[src/rtl/data_mem_master.sv]
// Request-driven master for Data_Memory: single-word writes and read bursts
// with one-cycle memory read latency.
module data_mem_master #(
  parameter int unsigned BURST_MAX = 16
) (
  input  logic        clk,
  input  logic        reset,
  input  logic        req_valid,
  output logic        req_ready,
  input  logic        req_we,
  input  logic [7:0]  req_addr,
  input  logic [3:0]  req_len,
  input  logic [31:0] req_wdata,
  output logic        rsp_valid,
  output logic [31:0] rsp_rdata,
  output logic        rsp_last,
  output logic        wr_done,
  output logic [7:0]  MemAddr,
  output logic [31:0] Write_Data,
  output logic        MemRead,
  output logic        MemWrite,
  input  logic [31:0] Read_Data
);

  localparam logic [4:0] BurstMax = 5'(BURST_MAX);

  typedef enum logic [1:0] {StIdle, StRdIssue, StRdDrain, StWr} state_e;

  state_e      state_q;
  logic [3:0]  cnt_q;      // issue cycles remaining after the current one
  logic        rd_pend_q;  // Read_Data carries a beat this cycle
  logic        rd_last_q;  // that beat is the final one
  logic [4:0]  len_p1;
  logic [4:0]  beats;
  logic [3:0]  burst_m1;

  always_comb begin
    len_p1   = {1'b0, req_len} + 5'd1;
    beats    = (len_p1 > BurstMax) ? BurstMax : len_p1;
    burst_m1 = 4'(beats - 5'd1);
  end

  assign req_ready = (state_q == StIdle);

  always_ff @(posedge clk or negedge reset) begin
    if (!reset) begin
      state_q    <= StIdle;
      cnt_q      <= '0;
      rd_pend_q  <= 1'b0;
      rd_last_q  <= 1'b0;
      rsp_valid  <= 1'b0;
      rsp_rdata  <= '0;
      rsp_last   <= 1'b0;
      wr_done    <= 1'b0;
      MemAddr    <= '0;
      Write_Data <= '0;
      MemRead    <= 1'b0;
      MemWrite   <= 1'b0;
    end else begin
      wr_done   <= 1'b0;
      // Beat pipeline: address cycle -> memory output cycle -> response cycle
      rd_pend_q <= MemRead;
      rd_last_q <= MemRead && (cnt_q == 4'd0);
      rsp_valid <= rd_pend_q;
      rsp_last  <= rd_pend_q && rd_last_q;
      if (rd_pend_q) rsp_rdata <= Read_Data;

      unique case (state_q)
        StIdle: begin
          if (req_valid) begin
            MemAddr <= req_addr;
            cnt_q   <= burst_m1;
            if (req_we) begin
              Write_Data <= req_wdata;
              MemWrite   <= 1'b1;
              state_q    <= StWr;
            end else begin
              MemRead <= 1'b1;
              state_q <= StRdIssue;
            end
          end
        end
        StWr: begin
          MemWrite <= 1'b0;
          wr_done  <= 1'b1;
          state_q  <= StIdle;
        end
        StRdIssue: begin
          if (cnt_q == 4'd0) begin
            MemRead <= 1'b0;
            state_q <= StRdDrain;
          end else begin
            MemAddr <= MemAddr + 8'd1;
            cnt_q   <= cnt_q - 4'd1;
          end
        end
        StRdDrain: begin
          if (rsp_last) state_q <= StIdle;
        end
        default: state_q <= StIdle;
      endcase
    end
  end

endmodule

[config.mk]
export PLATFORM = sky130hd
export DESIGN_NAME = data_mem_master
export DESIGN_NICKNAME = d
export VERILOG_FILES = /design/src/rtl/data_mem_master.sv
export SDC_FILE = /design/constraint.sdc
export NUM_CORES = 1
export LEC_CHECK = 0
export CAP_MARGIN = 10
export CORE_ASPECT_RATIO = 0.75
export CORE_MARGIN = 10
export CORE_UTILIZATION = 45
export DETAILED_ROUTE_END_ITERATION = 10
export PLACE_DENSITY = 0.86
export SYNTH_ARGS = -nofsm -noshare
export SYNTH_HDL_FRONTEND = slang
export SYNTH_SLANG_ARGS = --single-unit
export TNS_END_PERCENT = 100
[constraint.sdc]
create_clock -name clk -period 3.3 [get_ports clk]
set_clock_uncertainty 0.1 [all_clocks]
set_input_delay 0.825 -clock clk [delete_from_list [all_inputs] [get_ports clk]]
set_output_delay 0.825 -clock clk [all_outputs]
set_load 0.05 [all_outputs]
==> run metrics, run 1 <==
Synth Area in Compound Gates 6.419%; Cell Chain, Critical Path nor2_1 > clkdlybuf4s50_1; ratio of cells with drive above 1 in the final layout 5.714%; Pwr Density 948.6 mW/mm2; Worst Path Required 2.37 ns; post-synthesis sequential area ratio 61.31%; Pleak 2.208 nW; dpl ws 0.4554 ns; CTS tree done; CP max-delay cell clkdlybuf4s50_1; Mapped Area 0.003470 mm2; Post-synth EDFFs 0; max incr delay on CP 0.82 ns; Multi-input gate area 0.001282 mm2; Critical Path Sink Type output port; Final WS setup 0.5424 ns; min-delay worst type flop to flop; Post-Syn Nets 342; MaxCap Viol Count 0; DIE AREA 0.01166 mm2; Vias/cell 5.063; first-pass GRT wire length 14910 um; crit path from state_q[0]; Post-synth top cells dfrtp_1, mux2_1, a21oi_1, nand2_1, nor2_1; storage element area 0.002127 mm2; Clock Tree Buf Depth 2; Die Span X 121.4 um; adder-cell share of the synthesized area 1.082%; count leader, synth dfrtp_1; via count 2638; drt pass-1 iters 5; CP arrival 1.83 ns; post-synthesis cell count 259; Worst R2R Start state_q[0]; final setup TNS 0 ns; Final nets 499; CTS Root Cell clkbuf_8; H-tree level count 3; status finished, final reports clean; area delta synth->final 54.13%; hold_buf cts 0; detailed router's first-iteration violation count 87; Sink Count 85; top cell type's share of synthesized area 61.31%; DP Area 0.005135 mm2; CP max FO 12; Mapped Avg Cell Area 13.40 um2; main combinational cell family by area after synthesis multiplexers; ANT cells 0; Pwr Total 5.073 mW; Synth async-reset ratio 100.0%; R2R depth 8; core area 0.007432 mm2; ranking of synthesized cells by area dfrtp_1, mux2_1, a21oi_1; io pins 158; port buffer count 157; post-synthesis mux area share 21.49%; cts repair resizes 0; Final setup viols 0; WS Path Type flop to output port; Final ANT Viol Nets 0; post-synthesis simple-gate area fraction 7.032%; Post-Synth XOR/XNOR Area 0.5049%; Worst Tran Pin Value 1.045 ns; shortest period the worst path allows 2.758 ns; Final Hold Fails 0; Initial Util 46.68%; Slew Viols, Final 0; CP Capture Point req_ready; Startpoint Class flop; initial antenna violation count 0; CTS clk-pin slew, worst paths 0.08 ns; Post-CTS Setup Bufs 0; post-synth top area cell dfrtp_1; WL per Instance 18.08 um; Netlist cell types 40; GRT overflow 0; RSZ-0062 raised after global routing false; WL final 9421 um; total track usage 16.31%; max_slew headroom 30.32%; post-layout util 71.95%; Tcrit/Tclk final 83.56%; fill count 534; vias in the first global route 2735; reg-to-reg endpoint cnt_q[2]; final instance area 0.005348 mm2; yosys warns 0; maximum clock rate 0.3626 GHz; pin count of the biggest net entering global routing 86; die height 96.05 um; Worst IR Drop VDD 699.1 uV; DRC errors left 0; Detailed Place HPWL 7241 um; synthesized flop and latch total 85; routability cong. 0.8339; main flop type after synthesis dfrtp_1; R2R setup slack 1.08 ns; row count 27; clock latency on the worst-skew pair 0.34 ns; CTS buffer count 9
==> area by class of cell <==
type	count	area share, %
Sequential cell	85	39.78
Timing Repair Buffer	160	29.76
Multi-Input combinational cell	158	23.98
Clock buffer	10	2.387
Tap cell	101	2.363
Clock inverter	5	1.591
Inverter	2	0.1404
==> how the worst min path moves through the flow <==
stage                    from   endpoint  depth (start not counted)
floorplan           rd_pend_q  rsp_valid                          0
global placement      MemRead  rd_pend_q                          0
detailed placement    MemRead  rd_pend_q                          0
CTS                   MemRead  rd_pend_q                          0
global route          MemRead  rd_pend_q                          0
finish              rd_last_q   rsp_last                          1
==> layout by cell type (no fill, tap or decap), types with 2 or more instances in the layout <==
| master | synthesis | layout |
|---|---|---|
| clkdlybuf4s50_1 | 0 | 156 |
| a21oi_1 | 16 | 16 |
| o22ai_1 | 4 | 4 |
| dfrtp_1 | 85 | 85 |
| o21ai_0 | 6 | 6 |
| xnor2_1 | 2 | 2 |
| bufinv_16 | 0 | 2 |
| ha_1 | 3 | 3 |
| nand2_1 | 16 | 16 |
| and2_1 | 2 | 2 |
| buf_4 | 0 | 4 |
| nand3_1 | 7 | 7 |
| nor2_1 | 10 | 10 |
| o21ai_1 | 3 | 3 |
| clkbuf_8 | 0 | 9 |
| nand2b_1 | 3 | 3 |
| mux2_1 | 64 | 64 |
==> per-stage QoR <==
stage                     hold slack [ns]  instances
final                              0.3658        521
after global routing               0.3917        521
after CTS                          0.3642        521
after detailed placement           0.3329        506
after global placement             0.3267        506
after floorplan                    0.2519        259
==> flip-flops by register name, summed over array words and instances, names as in the netlist <==
name        cells
Write_Data     32
MemRead         1
MemAddr         8
rsp_rdata      32
wr_done         1
MemWrite        1
cnt_q           4
rd_last_q       1
rsp_valid       1
rsp_last        1
rd_pend_q       1
state_q         2
==> kinds of logic (layout without fill, tap and decap cells) <==
logic type / count (synthesis) / count (layout)
compound gates: 38 / 38
simple gates: 49 / 49
fa+ha+maj: 3 / 3
mux: 66 / 66
flops: 85 / 85
xor+xnor: 2 / 2
buf+inv: 16 / 177
==> power breakdown <==
part | switching, mW | total (mW) | internal, mW
combinational | 1.69 | 2.62 | 0.935
clock | 0.366 | 0.793 | 0.427
sequential | 0.263 | 1.66 | 1.39
==> layer usage <==
metal / up-vias / track usage (%) / share of wire, %
met1: 1297 / 18.41 / 39
met4: 0 / 3.861 / 0.63
met5: - / 0 / 0
met2: 101 / 28.06 / 51
met3: 9 / 7.251 / 9.6
li1: 1231 / - / -
==> critical path, delay by kind of cell (launching register included) <==
family	cells	cell delay, ns
and+or+nand+nor	1	0.16
buffers and inverters	1	0.82
DFF	1	0.52
(Power assumes the default switching activity.)
==> run 2: changes to the inputs <==
CORE_UTILIZATION = 41   (was 45)
PLACE_DENSITY = 0.79   (was 0.86)
clock period = 2.73 ns   (was 3.3 ns; I/O delays follow)
==> run 2 against run 1 <==
Effect of this change:
- count of clock-buffer cells in the layout is 1 higher
- critical path type unchanged
- first-iteration DRC count rose by 61%
- routed wire length grew 2.3%
- worst hold slack worse by 0.14 ns
==> run metrics, run 2 (synthesized netlist as in run 1, its figures left out) <==
Slew Viols, Final 0; Pwr Density 1183 mW/mm2; cts repair resizes 0; drt pass-1 iters 4; shortest period the worst path allows 2.413 ns; max incr delay on CP 0.85 ns; ANT cells 0; R2R depth 5; Initial Util 43.06%; CP max-delay cell clkdlybuf4s50_1; Critical Path Stages 1; Startpoint Class flop; Hold Worst Slack 0.2252 ns; die height 99.67 um; core area 0.008058 mm2; Final nets 503; pin count of the biggest net entering global routing 47; routability cong. 0.7991; Worst Tran Pin Value 0.6412 ns; Worst R2R Start state_q[1]; Clock Tree Buf Depth 2; fin cells 530; H-tree level count 3; CP max FO 7; RSZ-0062 raised after global routing false; Buf+Inv Stages, Crit Path 1; post-placement cell count 514; Die Span X 126.2 um; CTS clk-pin slew, worst paths 0.06 ns; DIE AREA 0.01258 mm2; WS Path Type flop to output port; dpl ws 0.04999 ns; hold_buf cts 0; commonest cells after routing, fill and taps aside clkdlybuf4s50_1, dfrtp_1, mux2_1; row count 28; Post-CTS Setup Bufs 0; WL final 9636 um; maximum clock rate 0.4143 GHz; post-layout util 68.65%; CTS Root Cell clkbuf_16; CP arrival 1.63 ns; reg-to-reg endpoint cnt_q[3]; io pins 158; Tcrit/Tclk final 88.40%; Sink Count 85; first-pass GRT wire length 15170 um; CTS tree done; MaxCap Viol Count 0; port buffer count 157; Final WS setup 0.3165 ns; Pwr Total 6.543 mW; Cell Chain, Critical Path clkdlybuf4s50_1; Critical Path Sink Type output port; Worst Path Required 1.95 ns; DRC errors left 0; initial antenna violation count 0; via count 2671; R2R setup slack 0.62 ns; status finished, final reports clean; biggest regs Write_Data (32), rsp_rdata (32), MemAddr (8); Final Hold Fails 0; Detailed Place HPWL 7534 um; DP Area 0.005205 mm2; total track usage 14.88%; WL per Instance 18.18 um; GRT overflow 0; Worst IR Drop VDD 699.3 uV; final setup TNS 0 ns; detailed router's first-iteration violation count 140; CTS buffer count 9; final instance area 0.005532 mm2; max_slew headroom 57.25%; min-delay worst type input pin to async pin; Vias/cell 5.040; crit path from MemAddr[2]; clock latency on the worst-skew pair 0.33 ns; Top delay family on crit path buffers and inverters; ratio of cells with drive above 1 in the final layout 7.059%; most common cell after layout, fill and taps aside clkdlybuf4s50_1; Pleak 2.292 nW; vias in the first global route 2797; Final setup viols 0; Final ANT Viol Nets 0; area delta synth->final 59.43%; CP Capture Point MemAddr[2]
## run 2: changes by cell type in the layout (fill, tap and decap cells not counted), sizes merged
cell	change
clkbuf	+1
inv	-1
clkinvlp	+1
clkdlybuf4s50	-1
buf	+5
## run 2: layer usage
layer | vias up | global-route usage (%) | part of all wire (%)
li1 | 1249 | - | -
met1 | 1302 | 16.33 | 40
met2 | 108 | 24.93 | 49
met3 | 12 | 7.215 | 9.5
met4 | 0 | 4.803 | 1.3
met5 | - | 0 | 0
## run 2: how the worst min path moves through the flow
stage / startpoint / end / slack (ns)
floorplan: rd_pend_q / rsp_valid / 0.25
finish: reset / Write_Data[6] / 0.23
global placement: rd_last_q / rsp_last / 0.33
global route: reset / Write_Data[4] / 0.26
CTS: reset / Write_Data[6] / 0.25
detailed placement: rd_last_q / rsp_last / 0.34
## run 2: layout make-up
| class | count | area, um2 |
|---|---|---|
| inverters | 2 | 7.507 |
| clock inverters | 5 | 83.83 |
| clock buffers | 11 | 242.7 |
| multi-input cells | 158 | 1282 |
| fillers | 607 | 2526 |
| repair buffers | 164 | 1657 |
| well taps | 105 | 131.4 |
| flip-flops and latches | 85 | 2127 |
## run 2: report_power, final
group | switching (mW) | internal, mW | leakage (nW)
Sequential | 0.330 | 1.69 | 0.993
Clock | 0.484 | 0.828 | 0.152
Combinational | 2.05 | 1.17 | 1.15
Total | 2.86 | 3.68 | 2.29
## run 2: worst reg2reg max path: cells and delay by family (launching register included)
| family | cells | cell delay (ns) |
|---|---|---|
| AOI/OAI and AO/OA | 1 | 0.15 |
| xor gates and xnor gates | 1 | 0.08 |
| DFF | 1 | 0.52 |
| muxes | 1 | 0.25 |
| and+or+nand+nor | 2 | 0.89 |
